--- src/rtl/ifid_bt_pkg.sv ---
// Shared types and constants for the IF/ID branch-target block.
package ifid_bt_pkg;

  typedef enum logic [1:0] {
    BT_BR   = 2'd0,
    BT_JAL  = 2'd1,
    BT_JALR = 2'd2,
    BT_NONE = 2'd3
  } bt_mode_e;

  localparam int BT_LINK_INC = 4;
  localparam int BT_ADDR_W   = 32;
  localparam int BT_DATA_W   = 32;

endpackage

--- src/rtl/ifid_branch_target_if.sv ---
// Decode-side request and fetch-redirect result bundle for ifid_branch_target.
// slave is the block's view; master is the upstream/downstream driver's view.
interface ifid_branch_target_if
  import ifid_bt_pkg::*;
#(
  parameter int ADDR_W = BT_ADDR_W,
  parameter int DATA_W = BT_DATA_W
) ();

  logic              flush;
  logic              in_valid;
  logic              in_ready;
  bt_mode_e          in_mode;
  logic [ADDR_W-1:0] in_pc;
  logic [DATA_W-1:0] in_imm;
  logic [DATA_W-1:0] in_rs1;
  logic              in_rd_link;
  logic              in_rs1_link;
  logic              out_valid;
  logic              out_ready;
  logic [ADDR_W-1:0] out_target;
  logic [ADDR_W-1:0] out_link;
  logic              out_misalign;
  logic              out_ras_hit;

  modport slave (
    input  flush, in_valid, in_mode, in_pc, in_imm, in_rs1, in_rd_link, in_rs1_link,
    input  out_ready,
    output in_ready, out_valid, out_target, out_link, out_misalign, out_ras_hit
  );

  modport master (
    output flush, in_valid, in_mode, in_pc, in_imm, in_rs1, in_rd_link, in_rs1_link,
    output out_ready,
    input  in_ready, out_valid, out_target, out_link, out_misalign, out_ras_hit
  );

endinterface

--- src/rtl/ifid_ras.sv ---
// Circular return-address stack; push/pop take effect on the clock edge, top is combinational.
// Overflow overwrites the oldest entry, pop on empty is ignored, pop+push replaces the top.
module ifid_ras #(
  parameter int DEPTH = 4,
  parameter int W     = 32
) (
  input  logic         clk,
  input  logic         rst_n,
  input  logic         push_vld,
  input  logic [W-1:0] push_dat,
  input  logic         pop_vld,
  output logic [W-1:0] top_dat,
  output logic         empty
);

  localparam int PTR_W = $clog2(DEPTH);

  logic [W-1:0]     mem_q [DEPTH];
  logic [W-1:0]     mem_d [DEPTH];
  logic [PTR_W-1:0] ptr_q, ptr_d;
  logic [PTR_W:0]   cnt_q, cnt_d;
  logic [PTR_W-1:0] top_idx;

  // ptr_q is the next free slot; the top lives one below it (mod DEPTH)
  assign top_idx = ptr_q - PTR_W'(1);
  assign top_dat = mem_q[top_idx];
  assign empty   = (cnt_q == '0);

  always_comb begin
    mem_d = mem_q;
    ptr_d = ptr_q;
    cnt_d = cnt_q;
    if (push_vld && pop_vld && !empty) begin
      mem_d[top_idx] = push_dat;
    end else if (push_vld) begin
      mem_d[ptr_q] = push_dat;
      ptr_d        = ptr_q + PTR_W'(1);
      if (cnt_q != (PTR_W+1)'(DEPTH)) cnt_d = cnt_q + (PTR_W+1)'(1);
    end else if (pop_vld && !empty) begin
      ptr_d = top_idx;
      cnt_d = cnt_q - (PTR_W+1)'(1);
    end
  end

  always_ff @(posedge clk or negedge rst_n) begin
    if (!rst_n) begin
      ptr_q <= '0;
      cnt_q <= '0;
      for (int i = 0; i < DEPTH; i++) mem_q[i] <= '0;
    end else begin
      ptr_q <= ptr_d;
      cnt_q <= cnt_d;
      mem_q <= mem_d;
    end
  end

endmodule

--- src/rtl/ifid_branch_target.sv ---
// Registered BR/JAL/JALR target + link generator, 1-cycle latency, one-deep valid/ready output with flush.
// Optional return-address stack prediction under `define IFID_BT_RAS_EN.
module ifid_branch_target
  import ifid_bt_pkg::*;
#(
  parameter int ADDR_W    = BT_ADDR_W,
  parameter int DATA_W    = BT_DATA_W,
  parameter int IALIGN    = 4,
  parameter int RAS_DEPTH = 4
) (
  input logic                clk,
  input logic                rst_n,
  ifid_branch_target_if.slave bt
);

  logic              accept;
  logic [ADDR_W-1:0] imm_ext;
  logic [ADDR_W-1:0] rs1_ext;
  logic [ADDR_W-1:0] jalr_sum;
  logic [ADDR_W-1:0] calc_target;
  logic [ADDR_W-1:0] link;
  logic [ADDR_W-1:0] sel_target;
  logic              sel_ras_hit;

  logic              valid_q, valid_d;
  logic [ADDR_W-1:0] target_q, target_d;
  logic [ADDR_W-1:0] link_q, link_d;
  logic              misalign_q, misalign_d;
  logic              ras_hit_q, ras_hit_d;

  // Operands narrower than the address are sign-extended (imm) / zero-extended (rs1)
  if (DATA_W >= ADDR_W) begin : g_trunc
    assign imm_ext = bt.in_imm[ADDR_W-1:0];
    assign rs1_ext = bt.in_rs1[ADDR_W-1:0];
  end else begin : g_ext
    assign imm_ext = {{(ADDR_W-DATA_W){bt.in_imm[DATA_W-1]}}, bt.in_imm};
    assign rs1_ext = {{(ADDR_W-DATA_W){1'b0}}, bt.in_rs1};
  end

  assign bt.in_ready = !valid_q || bt.out_ready;
  assign accept      = bt.in_valid && bt.in_ready && !bt.flush;
  assign link        = bt.in_pc + ADDR_W'(BT_LINK_INC);
  assign jalr_sum    = rs1_ext + imm_ext;

  always_comb begin
    calc_target = link;
    unique case (bt.in_mode)
      BT_BR, BT_JAL: calc_target = bt.in_pc + (imm_ext << 1);
      BT_JALR:       calc_target = {jalr_sum[ADDR_W-1:1], 1'b0};
      default:       calc_target = link;
    endcase
  end

`ifdef IFID_BT_RAS_EN
  logic              ras_push;
  logic              ras_pop;
  logic [ADDR_W-1:0] ras_top;
  logic              ras_empty;

  // Register numbers are not visible here, so both link flags set is treated as rs1 != rd (pop then push)
  assign ras_push = accept && bt.in_rd_link &&
                    ((bt.in_mode == BT_JAL) || (bt.in_mode == BT_JALR));
  assign ras_pop  = accept && bt.in_rs1_link && (bt.in_mode == BT_JALR);

  ifid_ras #(
    .DEPTH (RAS_DEPTH),
    .W     (ADDR_W)
  ) u_ras (
    .clk      (clk),
    .rst_n    (rst_n),
    .push_vld (ras_push),
    .push_dat (link),
    .pop_vld  (ras_pop),
    .top_dat  (ras_top),
    .empty    (ras_empty)
  );

  assign sel_ras_hit = (bt.in_mode == BT_JALR) && bt.in_rs1_link && !ras_empty;
  assign sel_target  = sel_ras_hit ? ras_top : calc_target;
`else
  logic unused_ras;
  assign unused_ras  = ^{bt.in_rd_link, bt.in_rs1_link, RAS_DEPTH[4:0]};
  assign sel_ras_hit = 1'b0;
  assign sel_target  = calc_target;
`endif

  always_comb begin
    valid_d    = valid_q;
    target_d   = target_q;
    link_d     = link_q;
    misalign_d = misalign_q;
    ras_hit_d  = ras_hit_q;
    if (bt.flush) begin
      valid_d = 1'b0;
    end else if (accept) begin
      valid_d    = 1'b1;
      target_d   = sel_target;
      link_d     = link;
      misalign_d = (IALIGN == 4) ? sel_target[1] : 1'b0;
      ras_hit_d  = sel_ras_hit;
    end else if (bt.out_ready) begin
      valid_d = 1'b0;
    end
  end

  always_ff @(posedge clk or negedge rst_n) begin
    if (!rst_n) begin
      valid_q    <= 1'b0;
      target_q   <= '0;
      link_q     <= '0;
      misalign_q <= 1'b0;
      ras_hit_q  <= 1'b0;
    end else begin
      valid_q    <= valid_d;
      target_q   <= target_d;
      link_q     <= link_d;
      misalign_q <= misalign_d;
      ras_hit_q  <= ras_hit_d;
    end
  end

  assign bt.out_valid    = valid_q;
  assign bt.out_target   = target_q;
  assign bt.out_link     = link_q;
  assign bt.out_misalign = misalign_q;
  assign bt.out_ras_hit  = ras_hit_q;

endmodule

--- src/flat_wrapper.sv ---
// flat-port wrapper written by rule: the top's interface ports become plain ports
module ifid_branch_target_flat import ifid_bt_pkg::*;
#(
  parameter int ADDR_W    = BT_ADDR_W,
  parameter int DATA_W    = BT_DATA_W,
  parameter int IALIGN    = 4,
  parameter int RAS_DEPTH = 4
)
  (clk, rst_n, bt_flush, bt_in_valid, bt_in_mode, bt_in_pc, bt_in_imm, bt_in_rs1, bt_in_rd_link, bt_in_rs1_link, bt_out_ready, bt_in_ready, bt_out_valid, bt_out_target, bt_out_link, bt_out_misalign, bt_out_ras_hit);
  ifid_branch_target_if #(.ADDR_W(ADDR_W), .DATA_W(DATA_W)) bt_i ();
  input logic clk;
  input logic rst_n;
  input wire logic [$bits(bt_i.flush)-1:0] bt_flush;
  input wire logic [$bits(bt_i.in_valid)-1:0] bt_in_valid;
  input wire logic [$bits(bt_i.in_mode)-1:0] bt_in_mode;
  input wire logic [$bits(bt_i.in_pc)-1:0] bt_in_pc;
  input wire logic [$bits(bt_i.in_imm)-1:0] bt_in_imm;
  input wire logic [$bits(bt_i.in_rs1)-1:0] bt_in_rs1;
  input wire logic [$bits(bt_i.in_rd_link)-1:0] bt_in_rd_link;
  input wire logic [$bits(bt_i.in_rs1_link)-1:0] bt_in_rs1_link;
  input wire logic [$bits(bt_i.out_ready)-1:0] bt_out_ready;
  output wire logic [$bits(bt_i.in_ready)-1:0] bt_in_ready;
  output wire logic [$bits(bt_i.out_valid)-1:0] bt_out_valid;
  output wire logic [$bits(bt_i.out_target)-1:0] bt_out_target;
  output wire logic [$bits(bt_i.out_link)-1:0] bt_out_link;
  output wire logic [$bits(bt_i.out_misalign)-1:0] bt_out_misalign;
  output wire logic [$bits(bt_i.out_ras_hit)-1:0] bt_out_ras_hit;
  assign bt_i.flush = bt_flush;
  assign bt_i.in_valid = bt_in_valid;
  assign bt_i.in_mode = bt_in_mode;
  assign bt_i.in_pc = bt_in_pc;
  assign bt_i.in_imm = bt_in_imm;
  assign bt_i.in_rs1 = bt_in_rs1;
  assign bt_i.in_rd_link = bt_in_rd_link;
  assign bt_i.in_rs1_link = bt_in_rs1_link;
  assign bt_i.out_ready = bt_out_ready;
  assign bt_in_ready = bt_i.in_ready;
  assign bt_out_valid = bt_i.out_valid;
  assign bt_out_target = bt_i.out_target;
  assign bt_out_link = bt_i.out_link;
  assign bt_out_misalign = bt_i.out_misalign;
  assign bt_out_ras_hit = bt_i.out_ras_hit;
  ifid_branch_target #(.ADDR_W(ADDR_W), .DATA_W(DATA_W), .IALIGN(IALIGN), .RAS_DEPTH(RAS_DEPTH)) u_core (.clk(clk), .rst_n(rst_n), .bt(bt_i));
endmodule
--- config.mk ---
export PLATFORM = sky130hd
export DESIGN_NAME = ifid_branch_target_flat
export DESIGN_NICKNAME = d
export VERILOG_FILES = /design/src/rtl/ifid_bt_pkg.sv /design/src/rtl/ifid_branch_target_if.sv /design/src/rtl/ifid_ras.sv /design/src/rtl/ifid_branch_target.sv /design/src/flat_wrapper.sv
export SDC_FILE = /design/constraint.sdc
export NUM_CORES = 1
export LEC_CHECK = 0
export ABC_AREA = 1
export ABC_CLOCK_PERIOD_IN_PS = 4250
export CAP_MARGIN = 20
export CELL_PAD_IN_SITES_DETAIL_PLACEMENT = 0
export CELL_PAD_IN_SITES_GLOBAL_PLACEMENT = 1
export CORE_UTILIZATION = 38
export DETAILED_ROUTE_END_ITERATION = 7
export HOLD_SLACK_MARGIN = 0.15
export PLACE_DENSITY_LB_ADDON = 0.1
export SLEW_MARGIN = 20
export SYNTH_ARGS = -nofsm -noshare
export SYNTH_HDL_FRONTEND = slang
export SYNTH_SLANG_ARGS = --single-unit
--- constraint.sdc ---
create_clock -name clk -period 4.25 [get_ports clk]
set_input_delay 0.85 -clock clk [delete_from_list [all_inputs] [get_ports clk]]
set_output_delay 0.85 -clock clk [all_outputs]
set_load 0.01 [all_outputs]
## Word-level counts from Yosys, hierarchy flattened

Cells that the tools add are included.

| cells by class | value |
|---|---|
| add/subtract/negate cells | 3 |
| equal/unequal tests | 2 |
| muxes and demuxes | 4 |
| bitwise logic cells | 1 |
| reductions and logical operators | 9 |

Operators with widths:

| cell | number |
|---|---|
| adder 32 bit | 2 |
| one-hot mux 32 bit (2 select lines) | 1 |
| adder 32 x 3 -> 32 bit (second input constant) | 1 |
| two-way mux 1 bit | 3 |
| nonzero test 3 bit | 1 |
| equality test 2 x 1 -> 1 bit (second input constant) | 1 |
| equality test 2 bit (second input constant) | 1 |
| logical AND 1 bit | 2 |
| logical NOT 1 bit | 2 |
| logical NOT 2 bit | 1 |
| AND reduction 2 bit | 1 |
| OR reduction 2 bit | 1 |
| logical OR 1 bit | 1 |
| inverter 1 bit | 1 |

| word-level totals | value |
|---|---|
| flip-flop bits (word level) | 66 |
| output and inout port bits | 68 |

## Longest topological paths before layout

| depth | value |
|---|---|
| depth in word-level cells | 6 |
| gate-level depth with buffers | 16 |

## Worst setup path after synthesis

Ideal clock, no wire load.

| path | value |
|---|---|
| path type | input to register |
| start point | input bt_in_imm[0] |
| end point | register u_core.target_q[25], in the netlist u_core.bt.out_target[25] |
| library setup time | 0.117 ns |
| arrival | 2.342 ns |
| required time | 4.133 ns |
| slack | 1.791 ns |
| stages | 14 |
| path buffers | 0 |
| cells stage by stage | ha_1 fa_1 nand3_1 nand3_1 nand2_1 nand2_1 nand2_1 nand2_1 nand2_1 nand3_1 nand3_1 nand2_1 nor2_1 nor2_1 |

| on the way | value |
|---|---|
| word-level cells in the longest chain between the ends | 2 |
| elaborated cells between the ends (all ways) | 3 |

RTL lines:

| item | line | text |
|---|---|---|
| start: declaration | flat_wrapper.sv:17 | `input wire logic [$bits(bt_i.in_imm)-1:0] bt_in_imm;` |
| adder 32 bit (on tied branches) | ifid_branch_target.sv:43, ifid_branch_target.sv:48 |  |
| one-hot mux 32 bit (2 select lines) * | ifid_branch_target.sv:47 | `unique case (bt.in_mode)` |
| end signal: assignment | ifid_branch_target.sv:115 | `target_q <= target_d;` |
| end: declaration | ifid_branch_target.sv:26 | `logic [ADDR_W-1:0] target_q, target_d;` |

Every way passes the cells marked *; elsewhere a longest branch is shown, timed or not.
A chain may end at the register's enable or synchronous reset.

## Worst setup path after layout

| path | value |
|---|---|
| start point | input bt_in_imm[0] |
| end point | register u_core.target_q[17], in the netlist u_core.bt.out_target[17] |

Same word-level chain as after synthesis.

==> metrics.yaml <==
status: "finished clean"
synth_ff_type: "dfrtp_1"
coreArea_um2: 21220
synth-edff-count: 0
fillCellCount: 2369
gp_congestion: 0.9089
hold_class: "register to register"
period_needed_ns: 3.122
clkLatencyLatePin_ns: 0.33
numClockSinks: 65
cp_cell_sequence: "clkdlybuf4s50_1 -> ha_1 -> fa_1 -> nand3_1 -> nand3_1 -> nand2_1 -> nand2_1 -> nand2_1 -> nand2_1 -> o21ai_0 -> nand2_1 -> inv_1 -> a21oi_2"
grt_first_pass_wirelength_um: 49540
fin_area_um2: 10590
worstSetupPathType: "input pin to register"
fin_crit_sh_pct: 73.46
fmax_mhz: 320.3
cts_setup_buffers: 0
cp_top_family: "adder cells"
drv_slew: 0
yosysSeqAreaShare_pct: 19.57
fin_nets: 1826
synth.cell_area_um2: 8310
ys_warn_count: 0
cp.buffers_inverters: 2
grt-ovfl-total: 0
clk_path_buf_depth: 2
drive_above_1_share_pct: 3.488
postSynthCellCount: 1492
multi_input_area_um2: 5587
crit_path_max_incr_delay_ns: 0.48
max-vdd-ir-drop_mv: 0.1637
hold_viol: 0
synth_fp_nets: 1660
dpl-instance-area_um2: 10300
pin_count: 173
die_area_um2: 22470
power_density_nw_per_um2: 273.5
wl_per_cell_um: 16.93
grtUsageTotal_pct: 29.81
portBuffers: 169
cts_max_level: 3
hpwl_um: 28300
cts_buffers: 9
skew_ns: 0.01001
die_h_um: 149.9
p_leak_nw: 5.756
drtPass1Iterations: 5
tns_ns: 0
start_util_pct: 39.16
grt_pass1_vias: 8933
postRouteAntennaNets: 0
drv_cap: 0
routed_wl_um: 32810
cts.clk_slew.worst_paths_ns: 0.06
grt_setup_unrepaired: "no"
worstPathArrival_ns: 3.33
postCtsResizedCells: 0
async_reset_ff_share_pct: 100.0
worst_pin_slew_ns: 0.9330
grt_max_degree: 52
end_kind: "register"
critPathMostFrequentCell: "nand2_1"
ys_ff_latch: 65
cts_hold_buffers: 0
cp_data_required_time_ns: 4.45
rows: 53
crit_slowest_cell: "fa_1"
critPathMaxFanout: 5
drc: 0
antenna_cells: 0
cts-root-buf: "clkbuf_16"
syn_avg_cell_area_um2: 5.570
cts_tree: "done"
post_drt_via_cell_ratio: 4.927
drt_iter0_drc: 496
areaGrowthSynthToFinish_pct: 27.46
fp.dieW_um: 149.9
critPathLaunchType: "input pin"
num_vias: 9548
synth_cell_type_count: 39
grt_antenna_before_repair: 0
finalSetupViolations: 0
seq_area_um2: 1627
max_slew_margin_pct: 37.80
[final timing paths]
check | startpoint | end | slack, ns | cells past startpoint
min reg2reg | u_core.bt.out_link[9] | u_core.bt.out_link[9] | 0.48 | 2
min in group asynchronous | rst_n | u_core.bt.out_link[2] | 0.66 | 1
min | u_core.bt.out_link[9] | u_core.bt.out_link[9] | 0.48 | 2
max reg2reg | u_core.bt.out_valid | u_core.bt.out_target[13] | 2.32 | 10
max | bt_in_imm[0] | u_core.bt.out_target[17] | 1.13 | 13
max in group asynchronous | rst_n | u_core.bt.out_valid | 2.69 | 2
[cells in the mapped netlist (10+ instances only)]
library cell  instances  share of area (%)
a21oi_1              68                4.1
clkbuf_1             10               0.45
dfrtp_1              65                 20
ha_1                 61                9.2
inv_1               268                 12
nand2_1             570                 26
nand3_1             123                7.4
nand4_1              14                1.1
nor2_1              127                5.7
nor3_1               27                1.6
o21a_1               20                1.8
o21ai_0              34                2.0
or2_2                25                1.9
[worst register-to-register path: stages, from the launching register on]
cell and delay (ns):
dfrtp_1 0.38, inv_1 0.05, nor2_1 0.06, nor3_4 0.19
buf_4 0.41, nand2_1 0.10, buf_4 0.24, o21ai_0 0.11
nand2_1 0.11, o22ai_1 0.13, inv_1 0.05
[flip-flops by register name, summed over array words and instances, names as in the netlist]
register,flops
u_core.bt.out_link,32
u_core.bt.out_target,32
u_core.bt.out_valid,1
[logic make-up after synthesis]
family / count (synthesis) / synth area share (%)
adder cells (fa/ha/maj): 63 / 9.666
flip-flops: 65 / 19.57
XOR/XNOR: 12 / 1.265
AND/OR/NAND/NOR: 916 / 46.21
buffers and inverters: 289 / 13.28
AO/OA/AOI/OAI: 146 / 9.967
other: 1 / 0.04512
[routing by layer]
metal,wire (um),global-route usage [%],vias to the layer above
met2,14980,49.05,202
li1,-,-,4998
met1,15680,41.93,4312
met4,605,7.172,0
met3,1542,2.409,36
met5,0,0,-
[power by group]
group / total, mW / switching [mW] / internal [mW]
sequential: 0.811 / 0.0763 / 0.734
combinational: 1.36 / 0.773 / 0.589
clock: 0.724 / 0.256 / 0.468
[area by class of cell]
cell class                      instances  area share [%]
Tap cell                              275           3.248
Clock buffer                           13           2.362
Timing Repair Buffer                  176           16.42
Sequential cell                        65           15.36
Multi-Input combinational cell       1138           52.74
Inverter                              268           9.497
Clock inverter                          3          0.3780
[through the flow]
step	hold WS, ns	utilization, %	worst slack (ns)	cells	total power [mW]
3_5_place_dp	0.4651	48.55	0.7676	1922	2.178
3_3_place_gp	0.4547	48.55	0.7771	1922	2.167
6_report	0.4814	49.92	1.128	1938	2.897
2_1_floorplan	0.5086	-	1.791	1492	1.536
5_1_grt	0.5067	49.92	0.9304	1938	3.098
4_1_cts	0.4787	49.92	1.104	1938	2.907
[cells in the final DEF, fill, tap and decap left out, drive strengths merged, types with 8 or more instances in the layout]
cell           synthesis  routed
nand4                 14      14
clkbuf                10      13
a21oi                 69      69
nor3                  30      30
ha                    61      61
nand2                572     572
nor2                 132     132
or2                   25      25
inv                  268     268
nand3                124     124
dfrtp                 65      65
buf                   11       8
xor2                   9       9
clkdlybuf4s50          0     168
o21a                  20      20
nand3b                 9       9
o21ai                 35      35
No activity file was read; power rests on OpenSTA's default activity.
